File: src/rtl/disp_scan_driver.sv
// disp_scan_driver
// Time-multiplexes an 8-digit hex word onto a common-anode 7-segment display.
// Each digit slot is a BLANK guard (all anodes off) followed by a SHOW period.
// The inputs are copied into shadow registers once per frame, so a mid-frame
// DISP_SEQ change never produces a torn frame.
//
// Ports:
//   CLK        system clock, rising edge
//   RST        asynchronous reset, active low
//   EN         scan enable; 0 holds the scan position and blanks the display
//   DISP_SEQ   eight hex digits, digit d = DISP_SEQ[4d+3:4d]
//   DISP_OFF   per-digit blank mask (1 = digit dark)
//   DP_I       per-digit decimal point (1 = lit)
//   AN         anodes, active low, AN[d] drives digit d
//   SEG        cathodes, active low, {g,f,e,d,c,b,a}
//   DP         decimal-point cathode, active low
//   FRAME_TICK one-clock pulse in the cycle after the shadow registers load
//
// state  | meaning
// BLANK  | guard interval, all anodes off, BLANK_CYCLES clocks
// SHOW   | digit idx lit (unless masked), CLK_DIV clocks
module disp_scan_driver #(
  parameter int CLK_DIV      = 50000,
  parameter int BLANK_CYCLES = 2
) (
  input  logic        CLK,
  input  logic        RST,
  input  logic        EN,
  input  logic [31:0] DISP_SEQ,
  input  logic [7:0]  DISP_OFF,
  input  logic [7:0]  DP_I,
  output logic [7:0]  AN,
  output logic [6:0]  SEG,
  output logic        DP,
  output logic        FRAME_TICK
);

  localparam int MAXC = (CLK_DIV > BLANK_CYCLES) ? CLK_DIV : BLANK_CYCLES;
  localparam int CW   = (MAXC > 1) ? $clog2(MAXC) : 1;
  localparam logic [CW-1:0] SHOW_LAST  = CW'(CLK_DIV - 1);
  localparam logic [CW-1:0] BLANK_LAST = CW'(BLANK_CYCLES - 1);

  typedef enum logic {ST_BLANK, ST_SHOW} state_t;

  state_t          state_q;
  logic [2:0]      idx_q;
  logic [CW-1:0]   cnt_q;
  logic [31:0]     shadow_seq_q;
  logic [7:0]      shadow_off_q;
  logic [7:0]      shadow_dp_q;
  logic [7:0]      an_q;
  logic [6:0]      seg_q;
  logic            dp_q;
  logic            frame_tick_q;

  logic            load;
  logic            lit;
  logic [3:0]      cur_nib;

  function automatic logic [6:0] seg_decode(input logic [3:0] v);
    logic [6:0] s;
    case (v)
      4'h0: s = 7'h40;
      4'h1: s = 7'h79;
      4'h2: s = 7'h24;
      4'h3: s = 7'h30;
      4'h4: s = 7'h19;
      4'h5: s = 7'h12;
      4'h6: s = 7'h02;
      4'h7: s = 7'h78;
      4'h8: s = 7'h00;
      4'h9: s = 7'h10;
      4'hA: s = 7'h08;
      4'hB: s = 7'h03;
      4'hC: s = 7'h46;
      4'hD: s = 7'h21;
      4'hE: s = 7'h06;
      default: s = 7'h0E;
    endcase
    return s;
  endfunction

  always_comb begin
    // Frame boundary: start of the digit-0 guard slot.
    load    = EN && (state_q == ST_BLANK) && (idx_q == 3'd0) && (cnt_q == '0);
    lit     = EN && (state_q == ST_SHOW) && !shadow_off_q[idx_q];
    cur_nib = shadow_seq_q[{idx_q, 2'b00} +: 4];
  end

  always_ff @(posedge CLK or negedge RST) begin
    if (!RST) begin
      state_q      <= ST_BLANK;
      idx_q        <= 3'd0;
      cnt_q        <= '0;
      shadow_seq_q <= 32'h0;
      shadow_off_q <= 8'hFF;
      shadow_dp_q  <= 8'h00;
      an_q         <= 8'hFF;
      seg_q        <= 7'h7F;
      dp_q         <= 1'b1;
      frame_tick_q <= 1'b0;
    end else begin
      frame_tick_q <= load;
      if (load) begin
        shadow_seq_q <= DISP_SEQ;
        shadow_off_q <= DISP_OFF;
        shadow_dp_q  <= DP_I;
      end

      // Outputs reflect the position held before this edge (one-clock lag).
      if (lit) begin
        an_q  <= ~(8'h01 << idx_q);
        seg_q <= seg_decode(cur_nib);
        dp_q  <= ~shadow_dp_q[idx_q];
      end else begin
        an_q  <= 8'hFF;
        seg_q <= 7'h7F;
        dp_q  <= 1'b1;
      end

      if (EN) begin
        case (state_q)
          ST_BLANK: begin
            if (cnt_q == BLANK_LAST) begin
              cnt_q   <= '0;
              state_q <= ST_SHOW;
            end else begin
              cnt_q <= cnt_q + 1'b1;
            end
          end
          default: begin
            if (cnt_q == SHOW_LAST) begin
              cnt_q   <= '0;
              idx_q   <= idx_q + 3'd1;
              state_q <= ST_BLANK;
            end else begin
              cnt_q <= cnt_q + 1'b1;
            end
          end
        endcase
      end
    end
  end

  assign AN         = an_q;
  assign SEG        = seg_q;
  assign DP         = dp_q;
  assign FRAME_TICK = frame_tick_q;

endmodule

File: config.mk
export PLATFORM = sky130hd
export DESIGN_NAME = disp_scan_driver
export DESIGN_NICKNAME = d
export VERILOG_FILES = /design/src/rtl/disp_scan_driver.sv
export SDC_FILE = /design/constraint.sdc
export NUM_CORES = 1
export LEC_CHECK = 0
export CORE_UTILIZATION = 40
export DETAILED_ROUTE_END_ITERATION = 12
export DONT_BUFFER_PORTS = 1
export PLACE_DENSITY = 0.66
export SLEW_MARGIN = 40
export SYNTH_ARGS = -nofsm -noshare
export SYNTH_HDL_FRONTEND = slang
export SYNTH_SLANG_ARGS = --single-unit
export TNS_END_PERCENT = 50
File: constraint.sdc
create_clock -name CLK -period 2.9 [get_ports CLK]
set_clock_uncertainty 0.2 [all_clocks]
set_input_delay 0.29 -clock CLK [delete_from_list [all_inputs] [get_ports CLK]]
set_output_delay 0.29 -clock CLK [all_outputs]
set_load 0.005 [all_outputs]
After elaboration in Yosys (flattened, before gate mapping):

Memories as Yosys holds them, arrays and structs flattened.
Index checks and enable logic that the tools add are counted.

* reduce and logical (&&, ||, !) cells: 9
* equal/unequal tests: 2
* add/subtract/negate cells: 2
* mux-type cells: 13
* $lt $le $gt $ge: 1
* bitwise logic cells: 3
* shift operators: 2

Operators by type and width (number)
* 16-bit two-way mux: 3
* 32-bit by 6-bit variable part select with 4-bit output: 1
* 16-bit by 1-bit adder with 16-bit output, second input constant: 1
* 16-bit by 1-bit == test with 1-bit output, second input constant: 1
* 16-bit == test, second input constant: 1
* 16-bit zero test: 1
* 8-bit two-way mux: 1
* 8-bit inverter: 1
* 1-bit by 3-bit << shifter with 8-bit output, first input constant: 1
* 7-bit two-way mux: 1
* 1-bit binary-select mux with 3-bit select: 2
* 1-bit two-way mux: 6
* 1-bit logical AND: 5
* 3-bit by 4-bit less-than comparator with 1-bit output, second input constant: 1
* 3-bit by 1-bit adder with 3-bit output, second input constant: 1
* 3-bit zero test: 1
* 3-bit AND reduction: 1
* 1-bit inverter: 2
* 1-bit zero test: 1

* input bits: 51
* bits in read-only memories: 112
* memories kept: 1
* register bits after elaboration: 85

Memories
* (name not given): words 16, width 7, rd ports 1, clocked after Yosys merged registers in 0, wr ports 0, RTL line 62 `case (v)`

Longest topological paths before layout:

* depth in word-level cells: 5
* depth in mapped cells: 11

Least setup slack after synthesis:

OpenSTA, ideal clock, no wires.

* path type: register -> register
* from: reg idx_q[0]
* to: reg seg_q[4], in the netlist SEG[4]
* stages on the path, launching flop included: 10
* setup slack: 297 ps
* buffers on the path: 2
* setup time: 101 ps
* data arrival time: 2302 ps
* period minus slack after synthesis: 2603 ps
* cells stage by stage: dfrtp_1 -> buf_4 -> buf_6 -> mux4_2 -> mux2i_1 -> inv_1 -> ha_1 -> mux2_2 -> nand2_1 -> o311ai_0

* word-level cells in the longest chain between the ends: 5

RTL lines
* start, declared: RTL line 46 `logic [2:0] idx_q;`
* start signal, assigned: RTL line 134 `idx_q <= idx_q + 3'd1;`
* parallel branches: the longest is 4 deep, another holds memory 16 x 7 bit
* 7-bit two-way mux *: RTL line 111 `if (lit) begin`
* end signal, assigned: RTL line 113 `seg_q <= seg_decode(cur_nib);`
* end, declared: RTL line 52 `logic [6:0] seg_q;`

Every way passes the cells marked *. The select of a mux whose other input is x is not followed.
A chain may end at the register's enable or synchronous reset.

Worst setup path after layout:

* from: reg idx_q[0]
* to: reg seg_q[0], in the netlist SEG[0]

The elaborated chain is that of the path after synthesis.

==> metrics.txt <==
# TYPE chip_impl_metric gauge
chip_impl_info{name="status",value="finished, final reports clean"} 1
chip_impl_info{name="start_to_end_type_of_the_worst_setup_path",value="register to register"} 1
chip_impl_info{name="biggest_area_contributors_in_the_synthesized_netlist",value="dfrtp_1, dfstp_2, mux2_2"} 1
chip_impl_metric{name="die_area",unit="sq um"} 10700
chip_impl_metric{name="synth_xor_xnor_area_share",unit=""} 0.0234
chip_impl_metric{name="die-width",unit="um"} 103
chip_impl_metric{name="wire_length_of_the_first_global_routing_pass",unit="um"} 13700
chip_impl_info{name="yosys.area.top_type",value="dfrtp_1"} 1
chip_impl_metric{name="routed_via_density",unit=""} 5.20
chip_impl_metric{name="track_usage",unit=""} 0.172
chip_impl_info{name="synth_flop_type",value="dfrtp_1"} 1
chip_impl_metric{name="drtPass1Iterations",unit=""} 5
chip_impl_metric{name="post_cts_resize_count",unit=""} 0
chip_impl_info{name="worstSetupStartpoint",value="idx_q[0]$_DFFE_PN0P_"} 1
chip_impl_metric{name="ys_types",unit=""} 45
chip_impl_metric{name="antennaDiodeCount",unit=""} 0
chip_impl_metric{name="maxClockFrequency",unit="MHz"} 387
chip_impl_metric{name="combinationalPowerShare",unit=""} 0.274
chip_impl_info{name="cts_tree",value="built"} 1
chip_impl_metric{name="p_sw_frac",unit=""} 0.286
chip_impl_metric{name="synth.avg_cell_area",unit="sq um"} 13.0
chip_impl_metric{name="cp_max_fo",unit=""} 14
chip_impl_metric{name="final_weighted_congestion_in_routability_driven_placement",unit=""} 0.838
chip_impl_metric{name="syn2layout_area_growth",unit="%"} 21.8
chip_impl_metric{name="switching_power",unit="W"} 0.00114
chip_impl_metric{name="yosysTopAreaCellShare",unit=""} 0.371
chip_impl_info{name="kind_of_end_point_of_the_critical_path",value="register"} 1
chip_impl_metric{name="postCtsSetupBuffers",unit=""} 0
chip_impl_metric{name="syn_area",unit="sq um"} 4120
chip_impl_metric{name="arrival",unit="ps"} 2640
chip_impl_metric{name="r2r_slack",unit="ps"} 320
chip_impl_metric{name="worst_r2r_path_depth",unit=""} 6
chip_impl_metric{name="internal_power",unit="W"} 0.00284
chip_impl_metric{name="seq_power_share",unit=""} 0.490
chip_impl_metric{name="drive_gt1_frac",unit=""} 0.307
chip_impl_metric{name="synth-seq-cells",unit=""} 85
chip_impl_metric{name="synthesis.instances",unit=""} 317
chip_impl_metric{name="drv_slew",unit=""} 0
chip_impl_metric{name="grt_overflow_total",unit=""} 0
chip_impl_info{name="r2r-end",value="SEG[0]$_DFF_PN1_"} 1
chip_impl_metric{name="clock_sinks",unit=""} 85
chip_impl_metric{name="cellPowerDensity",unit="nW/um^2"} 793
chip_impl_metric{name="preCtsSetupSlack",unit="ps"} 335
chip_impl_metric{name="synth-warning-count",unit=""} 0
chip_impl_metric{name="synth_adder_area_share",unit=""} 0.0456
chip_impl_info{name="clockRootBuffer",value="clkbuf_8"} 1
chip_impl_metric{name="share_of_the_synthesized_area_in_compound_gates_ao_oa_aoi_oai",unit=""} 0.0489
chip_impl_metric{name="final_critical_path_setup_slack",unit="ps"} 316
chip_impl_info{name="worst_r2r_start",value="idx_q[0]$_DFFE_PN0P_"} 1
chip_impl_metric{name="finalNetCount",unit=""} 436
chip_impl_metric{name="place.port_buffers",unit=""} 0
chip_impl_metric{name="p_leak",unit="nW"} 2.17
chip_impl_info{name="critPathCapture",value="SEG[0]$_DFF_PN1_"} 1
chip_impl_info{name="most-common-layout-cells",value="dfrtp_1, dlygate4sd3_1, mux2_2"} 1
chip_impl_metric{name="post-route-period-util",unit=""} 0.891
chip_impl_info{name="cp-start-kind",value="register"} 1
chip_impl_metric{name="finalSetupViolations",unit=""} 0
chip_impl_metric{name="finalSetupTns",unit="ps"} 0
chip_impl_metric{name="cts-buffers-inserted",unit=""} 9
chip_impl_metric{name="synth-async-reset-ratio",unit=""} 1.00
chip_impl_metric{name="die_height",unit="um"} 103
chip_impl_metric{name="detail_route.drc_violations",unit=""} 0
chip_impl_info{name="hold_class",value="input port to register"} 1
chip_impl_metric{name="drv.max_cap_violation_count",unit=""} 0
chip_impl_metric{name="clock_insertion_delay_worst_skew",unit="ps"} 350
chip_impl_metric{name="tightestPinTransition",unit="ps"} 556
chip_impl_metric{name="cp.required",unit="ps"} 2950
chip_impl_metric{name="number_of_global_route_vias_before_repair",unit=""} 2723
chip_impl_metric{name="period_needed",unit="ps"} 2580
chip_impl_metric{name="grt_antenna_before_repair",unit=""} 0
chip_impl_metric{name="ant_nets",unit=""} 0
chip_impl_metric{name="initial_core_util",unit=""} 0.417
chip_impl_info{name="combinational_family_with_the_most_area_after_synthesis",value="multiplexers"} 1
chip_impl_metric{name="net_count_of_the_mapped_netlist",unit=""} 383
chip_impl_metric{name="relSlewSlack",unit=""} 0.629
chip_impl_metric{name="clkTransAtPathRegs",unit="ps"} 80
chip_impl_metric{name="clk_path_buf_depth",unit=""} 2
chip_impl_metric{name="synth_edf_count",unit=""} 0
chip_impl_metric{name="coreArea",unit="sq um"} 9860
chip_impl_metric{name="synth_mux_area_frac",unit=""} 0.220
chip_impl_metric{name="via_count",unit=""} 2642
chip_impl_metric{name="power.share.clock",unit=""} 0.236
chip_impl_metric{name="first_iter_violations",unit=""} 96
chip_impl_metric{name="cts_max_level",unit=""} 3
chip_impl_info{name="grt_setup_unrepaired",value="false"} 1
chip_impl_metric{name="detailed_route_wire_length_per_cell",unit="um"} 16.4
chip_impl_metric{name="core.rowCount",unit=""} 36
chip_impl_metric{name="wl_final",unit="um"} 8350
chip_impl_metric{name="vdd_ir_drop_max",unit="mV"} 0.389
chip_impl_metric{name="largest_net_degree_at_the_start_of_global_routing",unit=""} 86
chip_impl_metric{name="synth-seq-area-share",unit=""} 0.524
chip_impl_metric{name="detailed_place_hpwl",unit="um"} 5570
chip_impl_metric{name="synthSimpleGateAreaFrac",unit=""} 0.106
chip_impl_metric{name="i_o_pin_count",unit=""} 68
chip_impl_info{name="layout.cells.most_common",value="dfrtp_1"} 1
chip_impl_metric{name="report.final.hold_viol_count",unit=""} 0
## worst max-delay path, stage by stage, from the launching register on
cell     delay (ps)
dfrtp_1         550
buf_4           270
mux4_2          520
mux2_2          390
or3b_2          240
a21oi_1          70
o31ai_1         250
## metal layers
| layer | global-route usage | up-vias | part of all wire |
|---|---|---|---|
| met2 | 0.279 | 77 | 0.48 |
| met5 | 0 | - | 0 |
| met4 | 0.0791 | 0 | 0.019 |
| met1 | 0.227 | 1324 | 0.46 |
| li1 | - | 1230 | - |
| met3 | 0.0302 | 11 | 0.041 |
## state kept, by name, summed over array words and instances (netlist names)
signal,count
AN,8
DP,1
FRAME_TICK,1
SEG,7
cnt_q,16
idx_q,3
shadow_dp_q,8
shadow_off_q,8
shadow_seq_q,32
state_q,1
## what timing repair did
action / in CTS / in global routing
hold endpoints to repair: 140 / 0
endpoints found under the setup margin: 0 / 0
hold buffers: 51 / 0
## per-stage QoR
| stage | area [sq um] | hold slack (ps) | instances | utilization | total power (W) |
|---|---|---|---|---|---|
| floorplan | 4120 | -206 | 317 | - | 0.00271 |
| global placement | 4260 | -203 | 441 | 0.432 | 0.00291 |
| global route | 5010 | 22.0 | 508 | 0.508 | 0.00422 |
| detailed placement | 4260 | -203 | 441 | 0.432 | 0.00296 |
| finish | 5010 | 6.26 | 508 | 0.508 | 0.00398 |
| CTS | 5010 | 1.30 | 508 | 0.508 | 0.00398 |
## cells by family after synthesis
| group | after synthesis |
|---|---|
| buf+inv | 26 |
| xor+xnor | 11 |
| flops | 85 |
| simple gates | 83 |
| compound gates | 29 |
| mux | 68 |
| fa+ha+maj | 15 |
## layout make-up
class	instances	area [sq um]
well taps	133	166
flip-flops and latches	85	2160
multi-input cells	206	1840
fillers	845	4850
clock inverters	4	70.1
clock buffers	12	155
inverters	11	41.3
repair buffers	57	586
## cell usage after synthesis (5+ instances only)
| master | n |
|---|---|
| dfrtp_1 | 61 |
| mux2_2 | 45 |
| dfstp_2 | 24 |
| nand2_1 | 20 |
| nor2_1 | 16 |
| ha_1 | 15 |
| nand3_1 | 14 |
| inv_1 | 11 |
| mux4_2 | 10 |
| mux2_4 | 9 |
| xnor2_1 | 9 |
| nor3_1 | 7 |
| o21ai_0 | 7 |
| clkbuf_1 | 6 |
| a22o_1 | 5 |
## worst min path at each step
| stage | startpoint | endpoint | slack (ps) | cells after the start |
|---|---|---|---|---|
| after floorplan | RST | FRAME_TICK$_DFF_PN0_ | -210 | 0 |
| after global placement | RST | shadow_dp_q[1]$_DFFE_PN0P_ | -200 | 0 |
| after detailed placement | RST | shadow_dp_q[3]$_DFFE_PN0P_ | -200 | 0 |
| final | EN | cnt_q[9]$_DFFE_PN0P_ | 6 | 2 |
| after CTS | EN | cnt_q[9]$_DFFE_PN0P_ | 1 | 2 |
| after global routing | EN | cnt_q[9]$_DFFE_PN0P_ | 20 | 2 |
## power by group through the flow
| stage | Combinational (W) | Clock (W) | Sequential, W |
|---|---|---|---|
| final | 0.00109 | 0.000937 | 0.00195 |
| after global routing | 0.00121 | 0.00100 | 0.00200 |
| after CTS | 0.00108 | 0.000959 | 0.00194 |
| after detailed placement | 0.000996 | 0 | 0.00196 |
| after global placement | 0.000957 | 0 | 0.00196 |
| after floorplan | 0.000866 | 0 | 0.00184 |
Power figures use the tool's default switching activity.
